<file path="src/rtl/uart_tx_arb_pkg.sv">
`default_nettype none
// ============================================================================
//  Module   : uart_arb_pkg
//  Purpose  : Shared types and helpers for the packet-granular UART arbiter:
//             FSM state encoding, requester-count limit and index-width
//             helper.
//  Ports    : none (package)
//  Revision : 1.0  initial release
// ============================================================================
package uart_arb_pkg;

  // Largest requester count the arbiter is built for.
  localparam int N_REQ_MAX = 8;

  typedef enum logic [1:0] {
    ST_IDLE = 2'd0,
    ST_TAG  = 2'd1,
    ST_SEND = 2'd2
  } arb_state_t;

  // Ceiling log2; clog2(1) == 0, callers clamp to at least one bit.
  function automatic int clog2(input int n);
    int w;
    w = 0;
    while ((1 << w) < n) w++;
    return w;
  endfunction

endpackage
`default_nettype wire

</file>
<file path="src/rtl/uart_tx_arb_if.sv">
`default_nettype none
// ============================================================================
//  Module   : uart_tx_arb_if
//  Purpose  : Bundles the requester handshake and the uart_tx FIFO port of
//             the arbiter.
//  Ports    : i_req/i_dat/i_last  requester byte streams (8 bits per requester)
//             o_ack               one-hot byte-accept pulse
//             o_busy              packet grant active
//             o_tx_dat/o_tx_push  to the uart_tx FIFO
//             i_tx_full           from the uart_tx FIFO
//  Modports : slave  - the arbiter
//             master - requesters plus uart_tx side (environment)
//  Revision : 1.0  initial release
// ============================================================================
interface uart_tx_arb_if #(
  parameter int N_REQ = 2
);
  logic [N_REQ-1:0]   i_req;
  logic [8*N_REQ-1:0] i_dat;
  logic [N_REQ-1:0]   i_last;
  logic [N_REQ-1:0]   o_ack;
  logic               o_busy;
  logic [7:0]         o_tx_dat;
  logic               o_tx_push;
  logic               i_tx_full;

  modport slave (
    input  i_req, i_dat, i_last, i_tx_full,
    output o_ack, o_busy, o_tx_dat, o_tx_push
  );

  modport master (
    output i_req, i_dat, i_last, i_tx_full,
    input  o_ack, o_busy, o_tx_dat, o_tx_push
  );
endinterface
`default_nettype wire

</file>
<file path="src/rtl/uart_tx_arb_rr_pick.sv">
`default_nettype none
// ============================================================================
//  Module   : rr_pick
//  Purpose  : Combinational round-robin search: first set bit of req at or
//             after ptr, wrapping around.
//  Ports    : req  in   N_REQ   request vector
//             ptr  in   IDX_W   search start index (must be < N_REQ)
//             idx  out  IDX_W   winning index (0 when nothing requests)
//             any  out  1       at least one request is set
//  Revision : 1.0  initial release
// ============================================================================
module rr_pick
  import uart_arb_pkg::*;
#(
  parameter int N_REQ = 2,
  parameter int IDX_W = 1
) (
  input  logic [N_REQ-1:0] req,
  input  logic [IDX_W-1:0] ptr,
  output logic [IDX_W-1:0] idx,
  output logic             any
);

  logic [N_REQ-1:0] rot;
  logic [IDX_W:0]   sum;
  logic             found;

  always_comb begin
    // Rotating a doubled copy puts req[ptr] at bit 0, so a plain
    // lowest-set-bit search implements the wrap-around priority.
    rot   = N_REQ'({req, req} >> ptr);
    any   = |req;
    idx   = '0;
    sum   = '0;
    found = 1'b0;
    for (int i = 0; i < N_REQ; i++) begin
      if (!found && rot[i]) begin
        found = 1'b1;
        sum   = {1'b0, ptr} + (IDX_W+1)'(i);
        if (sum >= (IDX_W+1)'(N_REQ)) begin
          sum = sum - (IDX_W+1)'(N_REQ);
        end
        idx = sum[IDX_W-1:0];
      end
    end
  end

endmodule
`default_nettype wire

</file>
<file path="src/rtl/uart_tx_arb.sv">
`default_nettype none
// ============================================================================
//  Module   : uart_tx_arb
//  Purpose  : Shares one uart_tx byte FIFO port between N_REQ byte-stream
//             requesters. A granted requester keeps the UART until it sends a
//             byte flagged last; packets are granted round-robin.
//  Ports    : i_clk    in  1   system clock
//             i_reset  in  1   synchronous, active-high reset
//             bus      slave modport of uart_tx_arb_if (requesters + uart_tx)
//  Config   : UART_ARB_TAG_EN - when defined, every packet is prefixed with
//             the byte TAG_BASE + requester index.
//  Revision : 1.0  initial release
// ============================================================================
module uart_tx_arb
  import uart_arb_pkg::*;
#(
  parameter int         N_REQ    = 2,
  parameter logic [7:0] TAG_BASE = 8'h80
) (
  input  logic          i_clk,
  input  logic          i_reset,
  uart_tx_arb_if.slave  bus
);

  localparam int IDX_W = (N_REQ > 1) ? clog2(N_REQ) : 1;

  // Elaboration-time parameter sanity checks.
  if (N_REQ < 1 || N_REQ > N_REQ_MAX) begin : g_bad_n_req
    $error("uart_tx_arb: N_REQ out of range 1..8");
  end
  if (int'(TAG_BASE) + N_REQ > 256) begin : g_bad_tag_base
    $error("uart_tx_arb: TAG_BASE + N_REQ overflows a byte");
  end

  arb_state_t       state, state_nx;
  logic [IDX_W-1:0] gnt, gnt_nx;
  logic [IDX_W-1:0] rr_ptr, rr_nx;
  logic [IDX_W-1:0] pick_idx;
  logic             pick_any;
  logic [N_REQ-1:0] ack;
  logic             tx_push, push_nx;
  logic [7:0]       tx_dat, dat_nx;
  logic             gnt_req, gnt_last;
  logic [7:0]       gnt_dat;

  rr_pick #(
    .N_REQ (N_REQ),
    .IDX_W (IDX_W)
  ) u_rr_pick (
    .req (bus.i_req),
    .ptr (rr_ptr),
    .idx (pick_idx),
    .any (pick_any)
  );

  assign gnt_req  = bus.i_req[gnt];
  assign gnt_last = bus.i_last[gnt];
  assign gnt_dat  = bus.i_dat[{gnt, 3'b000} +: 8];

  always_comb begin
    state_nx = state;
    gnt_nx   = gnt;
    rr_nx    = rr_ptr;
    ack      = '0;
    push_nx  = 1'b0;
    dat_nx   = tx_dat;
    case (state)
      ST_IDLE: begin
        if (pick_any) begin
          gnt_nx   = pick_idx;
`ifdef UART_ARB_TAG_EN
          state_nx = ST_TAG;
`else
          state_nx = ST_SEND;
`endif
        end
      end
`ifdef UART_ARB_TAG_EN
      ST_TAG: begin
        if (!bus.i_tx_full && !tx_push) begin
          push_nx  = 1'b1;
          dat_nx   = TAG_BASE + 8'(gnt);
          state_nx = ST_SEND;
        end
      end
`endif
      ST_SEND: begin
        // Blocking on tx_push spaces pushes two cycles apart, which hides
        // the one-cycle lag of the FIFO full flag.
        if (gnt_req && !bus.i_tx_full && !tx_push) begin
          ack     = N_REQ'(1) << gnt;
          push_nx = 1'b1;
          dat_nx  = gnt_dat;
          if (gnt_last) begin
            state_nx = ST_IDLE;
            rr_nx    = (gnt == IDX_W'(N_REQ-1)) ? '0 : gnt + 1'b1;
          end
        end
      end
      default: state_nx = ST_IDLE;
    endcase
  end

  always_ff @(posedge i_clk) begin
    if (i_reset) begin
      state   <= ST_IDLE;
      gnt     <= '0;
      rr_ptr  <= '0;
      tx_push <= 1'b0;
      tx_dat  <= 8'h00;
    end else begin
      state   <= state_nx;
      gnt     <= gnt_nx;
      rr_ptr  <= rr_nx;
      tx_push <= push_nx;
      tx_dat  <= dat_nx;
    end
  end

  assign bus.o_ack     = ack;
  assign bus.o_busy    = (state != ST_IDLE);
  assign bus.o_tx_push = tx_push;
  assign bus.o_tx_dat  = tx_dat;

endmodule
`default_nettype wire

</file>
<file path="src/flat_wrapper.sv">
// flat-port wrapper written by rule: the top's interface ports become plain ports
module uart_tx_arb_flat import uart_arb_pkg::*;
#(
  parameter int         N_REQ    = 2,
  parameter logic [7:0] TAG_BASE = 8'h80
)
  (i_clk, i_reset, bus_i_req, bus_i_dat, bus_i_last, bus_i_tx_full, bus_o_ack, bus_o_busy, bus_o_tx_dat, bus_o_tx_push);
  uart_tx_arb_if #(.N_REQ(N_REQ)) bus_i ();
  input  logic i_clk;
  input  logic i_reset;
  input wire logic [$bits(bus_i.i_req)-1:0] bus_i_req;
  input wire logic [$bits(bus_i.i_dat)-1:0] bus_i_dat;
  input wire logic [$bits(bus_i.i_last)-1:0] bus_i_last;
  input wire logic [$bits(bus_i.i_tx_full)-1:0] bus_i_tx_full;
  output wire logic [$bits(bus_i.o_ack)-1:0] bus_o_ack;
  output wire logic [$bits(bus_i.o_busy)-1:0] bus_o_busy;
  output wire logic [$bits(bus_i.o_tx_dat)-1:0] bus_o_tx_dat;
  output wire logic [$bits(bus_i.o_tx_push)-1:0] bus_o_tx_push;
  assign bus_i.i_req = bus_i_req;
  assign bus_i.i_dat = bus_i_dat;
  assign bus_i.i_last = bus_i_last;
  assign bus_i.i_tx_full = bus_i_tx_full;
  assign bus_o_ack = bus_i.o_ack;
  assign bus_o_busy = bus_i.o_busy;
  assign bus_o_tx_dat = bus_i.o_tx_dat;
  assign bus_o_tx_push = bus_i.o_tx_push;
  uart_tx_arb #(.N_REQ(N_REQ), .TAG_BASE(TAG_BASE)) u_core (.i_clk(i_clk), .i_reset(i_reset), .bus(bus_i));
endmodule
</file>
<file path="config.mk">
export PLATFORM = sky130hd
export DESIGN_NAME = uart_tx_arb_flat
export DESIGN_NICKNAME = d
export VERILOG_FILES = /design/src/rtl/uart_tx_arb_pkg.sv /design/src/rtl/uart_tx_arb_if.sv /design/src/rtl/uart_tx_arb_rr_pick.sv /design/src/rtl/uart_tx_arb.sv /design/src/flat_wrapper.sv
export SDC_FILE = /design/constraint.sdc
export NUM_CORES = 1
export LEC_CHECK = 0
export BUFFER_PORTS_ARGS = -buffer_cell sky130_fd_sc_hd__buf_2
export CORE_MARGIN = 5
export CORE_UTILIZATION = 42
export DETAILED_ROUTE_END_ITERATION = 8
export HOLD_SLACK_MARGIN = 0.15
export PLACE_DENSITY = 0.81
export RECOVER_POWER = 100
export SYNTH_ARGS = -nofsm -noshare
export SYNTH_HDL_FRONTEND = slang
export SYNTH_SLANG_ARGS = --single-unit
export TNS_END_PERCENT = 30
</file>
<file path="constraint.sdc">
create_clock -name i_clk -period 1.6 [get_ports i_clk]
set_clock_uncertainty 0.1 [all_clocks]
set_input_delay 0.32 -clock i_clk [delete_from_list [all_inputs] [get_ports i_clk]]
set_output_delay 0.32 -clock i_clk [all_outputs]
set_load 0.005 [all_outputs]
</file>
==> summary.md, run 1 <==
| Metric | Value |
|---|---|
| Outcome | finished, final reports clean |
| TritonCTS Buffers | 3 |
| Avg Inst Size Synth | about 9 um^2 |
| Site Rows | 14 |
| Most frequent cell after synthesis | nand4_1 |
| Via-to-Cell Ratio | between 5 and 6 |
| Die W | 49.09 um |
| Clock buffer depth | 2 |
| Ant. Diodes | 0 |
| I/O Buffers | 34 |
| Worst setup path endpoint | bus_o_ack[0] |
| P&R area growth vs syn | 43.47% |
| GRT Resource Usage Total | roughly 16% |
| Final WL | 1.913 mm |
| Crit end category | primary output |
| Io pins | 35 |
| Max-cap violations | 0 |
| Worst min-delay path category | in2reg |
| Cell taking the most area after synthesis | dfxtp_1 |
| First-pass GRT wire length | ~3.2 mm |
| DRT iter0 DRCs | 16 |
| Initial antenna violation count | 0 |
| Design Power | about 660 uW |
| CP arrival | roughly 1100 ps |
| FF-to-FF Start | u_core.state[1]$_SDFFE_PP0P_ |
| Reg2Reg Setup Slack | approximately 190 ps |
| Share of layout cells above drive strength 1 | approximately 53% |
| F_max | between 600 and 700 MHz |
| Slew margin rel. | 73.47% |
| Clock sink total | 12 |
| CTS tree | done |
| Reg2reg end | u_core.bus.o_tx_dat[7]$_SDFFE_PP0P_ |
| Core area | 0.001471 mm^2 |
| Worst-Margin Slew | a little under 400 ps |
| Final setup violation count | 0 |
| Critical path class | reg2out |
| Sequential share of the synthesized area | a little under two fifths |
| Antenna Violating Nets Remaining | 0 |
| Syn Nets | between 90 and 100 |
| Clk slew on worst S/H paths | roughly 70 ps |
| Root Buffer | clkbuf_4 |
| Starting Density | 43.62% |
| Die Y | about 50 um |
| Dpl hpwl | 1.452 mm |
| Drt pass-1 iters | 4 |
| Post-synth EDFFs | 0 |
| Ys async rst share | 0% |
| DP Cell Count | about 120 |
| Yosys reg bits | 12 |
| Post-synth top flop | dfxtp_1 |
| Vias in the first global route | 725 |
| Die area | between 0.002 and 0.0025 mm^2 |
| Leakage | 0.0003959 uW |
| Ys Warns | 0 |
| Top cells by area, synth | dfxtp_1 (37%), nand4_1 (16%), a31oi_1 (8.8%), o21ai_1 (6.2%), mux2i_4 (3.5%) |
| CP Launch Type | flip-flop |
| RSZ-0062 raised after global routing | true |
| Mapped Cells | 71 |
| Clk Latency, worst-skew pair | 260 ps |
| Cell Pwr Density | 714.9 mW/mm^2 |
| Post-CTS Hold Buffers | 0 |
| DRC | 0 |
| Routed len/inst | between 10 and 15 um |
| Most frequent cells after synthesis | nand4_1 (16), dfxtp_1 (12), a31oi_1 (9), o21ai_1 (8) |
| Via count of the routed design | roughly 740 |
| Synth cell types | 26 |
| Part of the cycle the worst path needs | between 90 and 100% |
| CP Max Fanout | 3 |
| Total negative slack | 0 ps |
| Pin count of the biggest net entering global routing | 13 |
| Min Tclk post-route | ~1600 ps |
| Maximum VDD drop | between 300 and 400 uV |
| Final std cells w/o fill | between 100 and 150 |
| Crit path launch | u_core.state[1]$_SDFFE_PP0P_ |
| Crit path required time | 1180 ps |
| Nets@finish | approximately 140 |
| Grt total ovfl | 0 |
| Final Hold Fails | 0 |
| Area share of the largest cell type after synthesis | about 37% |
| Clock H-tree levels | 1 |
| Final GP Congestion | between 0.8 and 0.9 |
| Mapped cell area | ~640 um^2 |
| Slew Viols, Final | 0 |
| R2R depth | 3 |
==> power by group <==
group          switching [uW]  leakage [uW]  internal [uW]
clock network            91.6     0.0000138           86.8
registers                10.5     0.0000990            311
logic                    79.6      0.000283           79.0
total                     182      0.000396            477
==> layout make-up <==
| class | instances | area, um^2 |
|---|---|---|
| fill | 128 | 550.5 |
| multi-input combinational | 50 | 367.9 |
| timing repair buffer | 44 | 252.7 |
| sequential | 12 | 246.5 |
| clock buffer | 3 | 22.52 |
| tap | 16 | 20.02 |
| inverter | 3 | 11.26 |
==> routing by layer <==
layer  up-vias  part of all wire [%]  GRT usage (%)
li1        370                     -              -
met1       337                    39          19.71
met2        33                    51          27.47
met3         4                   8.1          2.141
met4         0                   2.3          8.072
met5         -                     0              0
==> layout by cell type (no fill, tap or decap), drive strengths merged <==
cell type / count
a21oi: 1
nor2: 2
clkbuf: 3
nor2b: 1
nor3b: 1
o211ai: 1
mux2i: 1
or3b: 1
and3: 2
a211oi: 1
a31oi: 9
inv: 3
a311oi: 1
buf: 44
nand4: 16
dfxtp: 12
nor3: 2
a21o: 1
o21ai: 9
mux2: 1
==> critical path: stages (launching register included) <==
cell and delay, ps:
dfxtp_2 350, buf_6 100, nor2b_4 140, and3_4 190, buf_2 100
==> registers in the layout, indices dropped and copies added (netlist names) <==
signal                flops
u_core.rr_ptr             1
u_core.state              1
u_core.bus.o_tx_push      1
u_core.gnt                1
u_core.bus.o_tx_dat       8
==> cells by family after synthesis <==
logic type / share of synthesized area [%]
AO/OA/AOI/OAI: 22.42
AND/OR/NAND/NOR: 27.68
multiplexers: 5.263
flip-flops: 37.43
buffers and inverters: 7.212
==> worst min path at each step <==
| stage | start | endpoint | cells after the start | slack (ps) |
|---|---|---|---|---|
| finish | bus_i_last[1] | u_core.rr_ptr$_SDFFE_PP0P_ | 2 | 180 |
| global route | bus_i_last[1] | u_core.rr_ptr$_SDFFE_PP0P_ | 2 | 190 |
| CTS | bus_i_last[1] | u_core.rr_ptr$_SDFFE_PP0P_ | 2 | 170 |
| detailed placement | u_core.bus.o_tx_dat[0]$_SDFFE_PP0P_ | u_core.bus.o_tx_dat[0]$_SDFFE_PP0P_ | 2 | 400 |
| global placement | u_core.bus.o_tx_dat[7]$_SDFFE_PP0P_ | u_core.bus.o_tx_dat[7]$_SDFFE_PP0P_ | 2 | 390 |
| floorplan | i_reset | u_core.bus.o_tx_push$_SDFF_PP0_ | 1 | 290 |
==> timing repair <==
action	in CTS	in global routing
endpoints found under the hold margin	0	0
buffers inserted	0	2
pin swaps	0	1
gates resized for setup	4	5
setup endpoints to repair	2	2
==> stage by stage <==
stage	hold slack (ps)	utilization, %	instance area [um^2]	worst slack, ps
6_report	176.5	62.59	920.9	37.48
5_1_grt	186.5	62.59	920.9	-33.66
4_1_cts	168.9	60.37	888.4	-6.577
3_5_place_dp	397.9	58.25	857.1	56.99
3_3_place_gp	385.8	58.25	857.1	71.75
2_1_floorplan	289.7	-	641.9	226.6
Power figures use the tool's default switching activity.
==> inputs of run 2 (changes only) <==
--- a/config.mk
+++ b/config.mk
@@ -7,11 +7,13 @@
 export LEC_CHECK = 0
 export BUFFER_PORTS_ARGS = -buffer_cell sky130_fd_sc_hd__buf_2
 export CORE_MARGIN = 5
-export CORE_UTILIZATION = 42
+export CORE_UTILIZATION = 45
+export CTS_BUF_LIST = sky130_fd_sc_hd__clkbuf_16
 export DETAILED_ROUTE_END_ITERATION = 8
 export HOLD_SLACK_MARGIN = 0.15
-export PLACE_DENSITY = 0.81
+export PLACE_DENSITY = 0.86
 export RECOVER_POWER = 100
+export SETUP_SLACK_MARGIN = 0.1
 export SYNTH_ARGS = -nofsm -noshare
 export SYNTH_HDL_FRONTEND = slang
 export SYNTH_SLANG_ARGS = --single-unit
==> constraint.sdc (replaced) <==
create_clock -name i_clk -period 1.9 [get_ports i_clk]
set_clock_uncertainty 0.1 [all_clocks]
set_input_delay 0.38 -clock i_clk [delete_from_list [all_inputs] [get_ports i_clk]]
set_output_delay 0.38 -clock i_clk [all_outputs]
set_load 0.005 [all_outputs]
==> summary.md, run 2 (same netlist as run 1, synthesis figures left out) <==
| Metric | Value |
|---|---|
| P&R area growth vs syn | 36.65% |
| Routed len/inst | 16.85 um (+13%) |
| CP arrival | 1230 ps (+90 ps) |
| Max FFs per register | 8 (unchanged) |
| Via-to-Cell Ratio | 6.164 (+6.0%) |
| Share of layout cells above drive strength 1 | 38.32% (-14 points) |
| Leakage | 0.0003585 uW (-9.5%) |
| Max-cap violations | 0 (unchanged) |
| Site Rows | 13 (-1) |
| Vias in the first global route | 696 (-4.0%) |
| Int Pwr | 587.1 uW (+23%) |
| Clk Latency, worst-skew pair | 240 ps (-20 ps) |
| Root Buffer | clkbuf_16 |
| Outcome | finished, final reports clean |
| Antenna Violating Nets Remaining | 0 (unchanged) |
| GR Layer Usage met3 | 6.391% (+4.3 points) |
| Cell Pwr Density | 872.1 mW/mm^2 (+22%) |
| Final GP Congestion | 0.7974 (-4.5%) |
| Die Y | 47.77 um (-2.7%) |
| Slew Viols, Final | 0 (unchanged) |
| Critical path class | reg2out |
| Slew margin rel. | 58.46% (-15 points) |
| CTS tree | done |
| Post-CTS Hold Buffers | 0 (unchanged) |
| GRT Resource Usage Total | 19.73% (+3.5 points) |
| Crit end category | primary output |
| Nets@finish | 131 (-4.4%) |
| Ant. Diodes | 0 (unchanged) |
| DRC | 0 (unchanged) |
| Register share of total power | 35.6% (-13 points) |
| Pin count of the biggest net entering global routing | 14 (+1) |
| Layout Utilization | 66.57% (+4.0 points) |
| Final WL | 2.056 mm (+7.5%) |
| Commonest non-fill, non-tap cell in the layout | buf_2 |
| Clock share of power | 50.3% (+23 points) |
| # Post-CTS Setup Buffers | 0 (unchanged) |
| Worst min-delay path category | in2reg |
| Sw frac | 23.24% (-4.3 points) |
| DRT iter0 DRCs | 18 (+2) |
| Die W | 47.77 um (-2.7%) |
| CP Launch Type | flip-flop |
| Initial antenna violation count | 0 (unchanged) |
| CP Max Fanout | 7 (+4) |
| Io pins | 35 (unchanged) |
| Drt pass-1 iters | 4 (unchanged) |
| GRT Max-Usage Layer | met2 |
| Dpl hpwl | 1.466 mm (+0.92%) |
| Die area | 0.002282 mm^2 (-5.3%) |
| PostCTS Resize Cnt | 0 (-4) |
| Final setup violation count | 0 (unchanged) |
| Clk slew on worst S/H paths | 40 ps (-30 ps) |
| Clock buffer depth | 2 (unchanged) |
| M1 GR Usage | 23.94% (+4.2 points) |
| Fillers | 131 (+2.3%) |
| Via count of the routed design | 752 (+1.1%) |
| Crit path required time | 1420 ps (+240 ps) |
| Worst-Margin Slew | 611.0 ps (+213.1 ps) |
| RSZ-0062 raised after global routing | false |
| First-pass GRT wire length | 3.070 mm (-4.3%) |
| Core area | 0.001318 mm^2 (-10%) |
| Grt total ovfl | 0 (unchanged) |
| Clock H-tree levels | 1 (unchanged) |
| TritonCTS Buffers | 3 (unchanged) |
| Most frequent cells in the layout | buf_2 (28), nand4_1 (16), dfxtp_1 (12) |
| Min Tclk post-route | roughly 1700 ps |
| GR Util met2 | 32.19% (+4.7 points) |
| Sw Pwr | 177.8 uW (-2.1%) |
| Maximum VDD drop | 751.5 uV (+110%) |
| I/O Buffers | 34 (unchanged) |
| Total negative slack | 0 ps (unchanged) |
| F_max | between 500 and 600 MHz |
| Starting Density | 48.72% (+5.1 points) |
| Comb power frac | 14.0% (-10 points) |
| Part of the cycle the worst path needs | between 90% and 100% |
| Clock sink total | 12 (unchanged) |
| Final Hold Fails | 0 (unchanged) |
| Hold WS | 272.5 ps (+95.96 ps) |
## run 2: cell types whose count changed in the layout (fill, tap and decap cells not counted), moves of 2 or more
cell and change:
dfxtp_1 +3, o21ai_0 +8, clkbuf_1 +5, buf_2 -6, o21ai_1 -8, buf_6 -2, buf_4 -4, clkbuf_4 -3
clkbuf_16 +3, dfxtp_2 -2
## run 2: power by group through the flow
stage	clock (uW)	sequential [uW]	combinational (uW)
2_1_floorplan	0	277	61.7
3_3_place_gp	0	277	111
3_5_place_dp	0	278	113
4_1_cts	390	273	114
5_1_grt	409	274	118
6_report	385	273	107
## run 2: routing by layer
metal | up-vias | wire [um]
li1 | 358 | -
met1 | 357 | 809
met2 | 35 | 994
met3 | 2 | 235
met4 | 0 | 17
met5 | - | 0
## run 2: per-stage QoR
stage               cell area [um^2]  setup slack (ps)  cells  total power (uW)
floorplan                      641.9             466.6     71             338.3
global placement               825.8             312.8    118             388.3
detailed placement             825.8             239.1    118             390.5
CTS                            904.6             195.0    122             777.2
global route                   877.1             75.88    122             801.0
finish                         877.1             188.4    122             764.9
## run 2: cell type report
cell class              count  area, um^2  share of cell area, %
well taps                  15       18.77                  2.140
inverters                   3       11.26                  1.284
multi-input cells          50       335.3                  38.23
clock buffers               3       75.07                  8.559
repair buffers             38       192.7                  21.97
flip-flops and latches     12       240.2                  27.39
clock inverters             1       3.754                 0.4280
## run 2: path summary, 6_finish.rpt
check / startpoint / slack, ps / cells past startpoint / to
max: u_core.state[1]$_SDFFE_PP0P_ / 190 / 3 / bus_o_ack[1]
min: bus_i_last[1] / 270 / 2 / u_core.rr_ptr$_SDFFE_PP0P_
max reg2reg: u_core.gnt$_SDFFE_PP0P_ / 220 / 3 / u_core.bus.o_tx_dat[5]$_SDFFE_PP0P_
min reg2reg: u_core.bus.o_tx_dat[1]$_SDFFE_PP0P_ / 400 / 2 / u_core.bus.o_tx_dat[1]$_SDFFE_PP0P_
## run 2: critical path, cell delays in order (launching register included)
cell     delay, ps
dfxtp_1        420
nor3b_2        260
and3_2         210
buf_2          110
==> inputs of run 3 (changes only) <==
--- a/config.mk
+++ b/config.mk
@@ -5,6 +5,7 @@
 export SDC_FILE = /design/constraint.sdc
 export NUM_CORES = 1
 export LEC_CHECK = 0
+export ABC_AREA = 1
 export BUFFER_PORTS_ARGS = -buffer_cell sky130_fd_sc_hd__buf_2
 export CORE_MARGIN = 5
 export CORE_UTILIZATION = 45
==> summary.md, run 3 <==
| Metric | Value |
|---|---|
| Outcome | finished, final reports clean |
| CTS tree | done |
| Most frequent cells after synthesis | nand2_1 (37), dfxtp_1 (12), a21oi_1 (10), nand3_1 (9) |
| Clock sink total | 12 (unchanged) |
| Top cells by area, synth | dfxtp_1 (38%), nand2_1 (22%), a21oi_1 (8.0%), nand3_1 (7.2%), nand2_2 (5.0%) |
| Post-synth EDFFs | 0 (unchanged) |
| CP Launch Type | flip-flop |
| Share of layout cells above drive strength 1 | 26.36% (-12 points) |
| Layout Utilization | 64.48% (-2.1 points) |
| TritonCTS Buffers | 3 (unchanged) |
| Maximum VDD drop | 388.6 uV (-48%) |
| Post-route cell area | 849.6 um^2 (-3.1%) |
| Reg2Reg Setup Slack | 310 ps (+90 ps) |
| Critical path buffers and inverters | 2 (+1) |
| Core area | 0.001318 mm^2 (unchanged) |
| I/O Buffers | 34 (unchanged) |
| Register share of total power | 35.7% (about the same) |
| Final WL | 1.739 mm (-15%) |
| Via-to-Cell Ratio | 4.993 (-19%) |
| Clk slew on worst S/H paths | 50 ps (about the same) |
| Clock H-tree levels | 1 (unchanged) |
| Most frequent cells in the layout | nand2_1 (41), buf_2 (25), dfxtp_1 (12) |
| Max FFs per register | 8 (unchanged) |
| Die W | 47.40 um (-0.77%) |
| Sw frac | 23.32% (+0.072 points) |
| F_max | 615.7 MHz (+5.4%) |
| # Post-CTS Setup Buffers | 0 (unchanged) |
| Die Y | 47.40 um (-0.77%) |
| Post-DP Area | 807.0 um^2 (-2.3%) |
| Post-synth top flop | dfxtp_1 |
| DRC | 0 (unchanged) |
| PostCTS Resize Cnt | 0 (unchanged) |
| Antenna Violating Nets Remaining | 0 (unchanged) |
| Slew Viols, Final | 0 (unchanged) |
| Cell Pwr Density | 892.4 mW/mm^2 (+2.3%) |
| Initial antenna violation count | 0 (unchanged) |
| Routed len/inst | 12.08 um (-28%) |
| Cell taking the most area after synthesis | dfxtp_1 |
| Io pins | 35 (unchanged) |
| Starting Density | 47.77% (-0.95 points) |
| Ys async rst share | 0% (unchanged) |
| Crit path required time | 1420 ps (about the same) |
| CP Max Fanout | 11 (+4) |
| Critical path class | reg2out |
| Commonest non-fill, non-tap cell in the layout | nand2_1 |
| Sequential cell area | 240.2 um^2 (unchanged) |
| Synth cell types | 15 (-42%) |
| Most frequent cell after synthesis | nand2_1 |
| Design Power | 758.1 uW (-0.88%) |
| Min Tclk post-route | 1624 ps (-87.49 ps) |
| Comb power frac | 13.0% (-1.0 points) |
| Drt pass-1 iters | 4 (unchanged) |
| Worst min-delay path category | in2reg |
| Ys Warns | 0 (unchanged) |
| Slew margin rel. | 75.75% (+17 points) |
| Grt total ovfl | 0 (unchanged) |
| Nets@finish | 153 (+17%) |
| Area share of the largest cell type after synthesis | 38.17% (+0.74 points) |
| Leakage | 0.0004232 uW (+18%) |
| Crit end category | primary output |
| RSZ-0062 raised after global routing | false |
| Fillers | 134 (+2.3%) |
| Total negative slack | 0 ps (unchanged) |
| Area occupied by multi-input gates | 322.8 um^2 (-3.7%) |
| DRT iter0 DRCs | 19 (+1) |
| Yosys reg bits | 12 (unchanged) |
| Mapped cell area | 629.4 um^2 (-1.9%) |
| Pin count of the biggest net entering global routing | 13 (-1) |
| GRT Resource Usage Total | 18.34% (-1.4 points) |
| Mapped Cells | 93 (+31%) |
| Int Pwr | 581.4 uW (-0.98%) |
| First-pass GRT wire length | 2.808 mm (-8.5%) |
| Site Rows | 13 (unchanged) |
| Avg Inst Size Synth | 6.767 um^2 (-25%) |
| Crit-path slowest cell | dfxtp_1 |
| Die area | 0.002246 mm^2 (-1.5%) |
| Worst-Margin Slew | 362.9 ps (-248.1 ps) |
| Root Buffer | clkbuf_16 |
| Part of the cycle the worst path needs | 85.48% (-4.6 points) |
| Vias in the first global route | 684 (-1.7%) |
| Dpl hpwl | 1.265 mm (-14%) |
| Final Hold Fails | 0 (unchanged) |
| CP arrival | 1140 ps (-90 ps) |
| Setup ws final | 275.9 ps (+87.49 ps) |
| Crit path max-delay family | flip-flops |
| Sequential share of the synthesized area | 38.17% (+0.74 points) |
| Final GP Congestion | 0.7862 (-1.4%) |
| Clock share of power | 51.3% (+1.0 points) |
| Ant. Diodes | 0 (unchanged) |
| CP max stage delay | 340 ps (-80 ps) |
| Clk Latency, worst-skew pair | 240 ps (about the same) |
| Via count of the routed design | 719 (-4.4%) |
| P&R area growth vs syn | 34.99% |
| Post-CTS Hold Buffers | 0 (unchanged) |
| Dpl ws | 508.7 ps (+269.6 ps) |
| Final setup violation count | 0 (unchanged) |
| Syn Nets | 116 (+23%) |
| Cell Chain, Critical Path | inv_2, nand2_1, nor3_1, clkbuf_1 |
| Clock buffer depth | 2 (unchanged) |
| Max-cap violations | 0 (unchanged) |
| Sw Pwr | 176.8 uW (-0.58%) |
-- run 3: changes by cell type after synthesis, moves of 2 or more --
cell,delta
a21oi_1,+9
nand2_4,+2
nand3_1,+9
nor2_1,+3
inv_1,+2
nand2_2,+5
o21ai_1,-8
nand4_1,-16
nand2_1,+37
a31oi_1,-9
clkbuf_1,-2
-- run 3: cells by family (layout without fill, tap and decap cells) --
logic type	after synthesis	in the layout	share of synthesized area, %
AOI/OAI and AO/OA	11	11	8.747
buffers and inverters	9	45	6.559
and+or+nand+nor	61	61	46.52
DFF	12	12	38.17
-- run 3: cell type report --
class / instances / share of cell area (%)
multi-input combinational: 72 / 38.00
timing repair buffer: 35 / 19.59
inverter: 6 / 2.651
clock inverter: 1 / 0.4418
sequential: 12 / 28.28
tap: 15 / 2.209
clock buffer: 3 / 8.837
-- run 3: worst min-delay path, delay by kind of cell --
kind | cells | cell delay, ps
AO/OA/AOI/OAI | 1 | 60
buffers and inverters | 1 | 110
AND/OR/NAND/NOR | 1 | 70
-- run 3: final timing paths --
| kind | start | cells past startpoint | end |
|---|---|---|---|
| hold / removal | bus_i_req[1] | 3 | u_core.gnt$_SDFFE_PP0P_ |
| hold reg to reg | u_core.bus.o_tx_dat[5]$_SDFFE_PP0P_ | 2 | u_core.bus.o_tx_dat[5]$_SDFFE_PP0P_ |
| setup reg to reg | u_core.gnt$_SDFFE_PP0P_ | 6 | u_core.bus.o_tx_dat[1]$_SDFFE_PP0P_ |
| setup / recovery | u_core.gnt$_SDFFE_PP0P_ | 4 | bus_o_ack[0] |
-- run 3: routing by layer --
metal	vias up	part of all wire, %	GRT usage [%]
met1	306	36	19.72
met4	0	4.9	17.13
li1	366	-	-
met2	38	50	29.41
met5	-	0	0
met3	9	9.3	3.831
-- run 3: power by group through the flow --
| stage | registers [uW] | logic [uW] | clock network, uW |
|---|---|---|---|
| 3_5_place_dp | 275 | 106 | 0 |
| 6_report | 271 | 98.6 | 389 |
| 5_1_grt | 272 | 112 | 406 |
| 2_1_floorplan | 275 | 62.6 | 0 |
| 4_1_cts | 271 | 107 | 390 |
| 3_3_place_gp | 274 | 103 | 0 |
-- run 3: per-stage QoR --
stage	cells	hold WS [ps]
CTS	144	335.6
floorplan	93	356.0
global route	144	373.7
detailed placement	140	352.9
finish	144	334.6
global placement	140	347.3
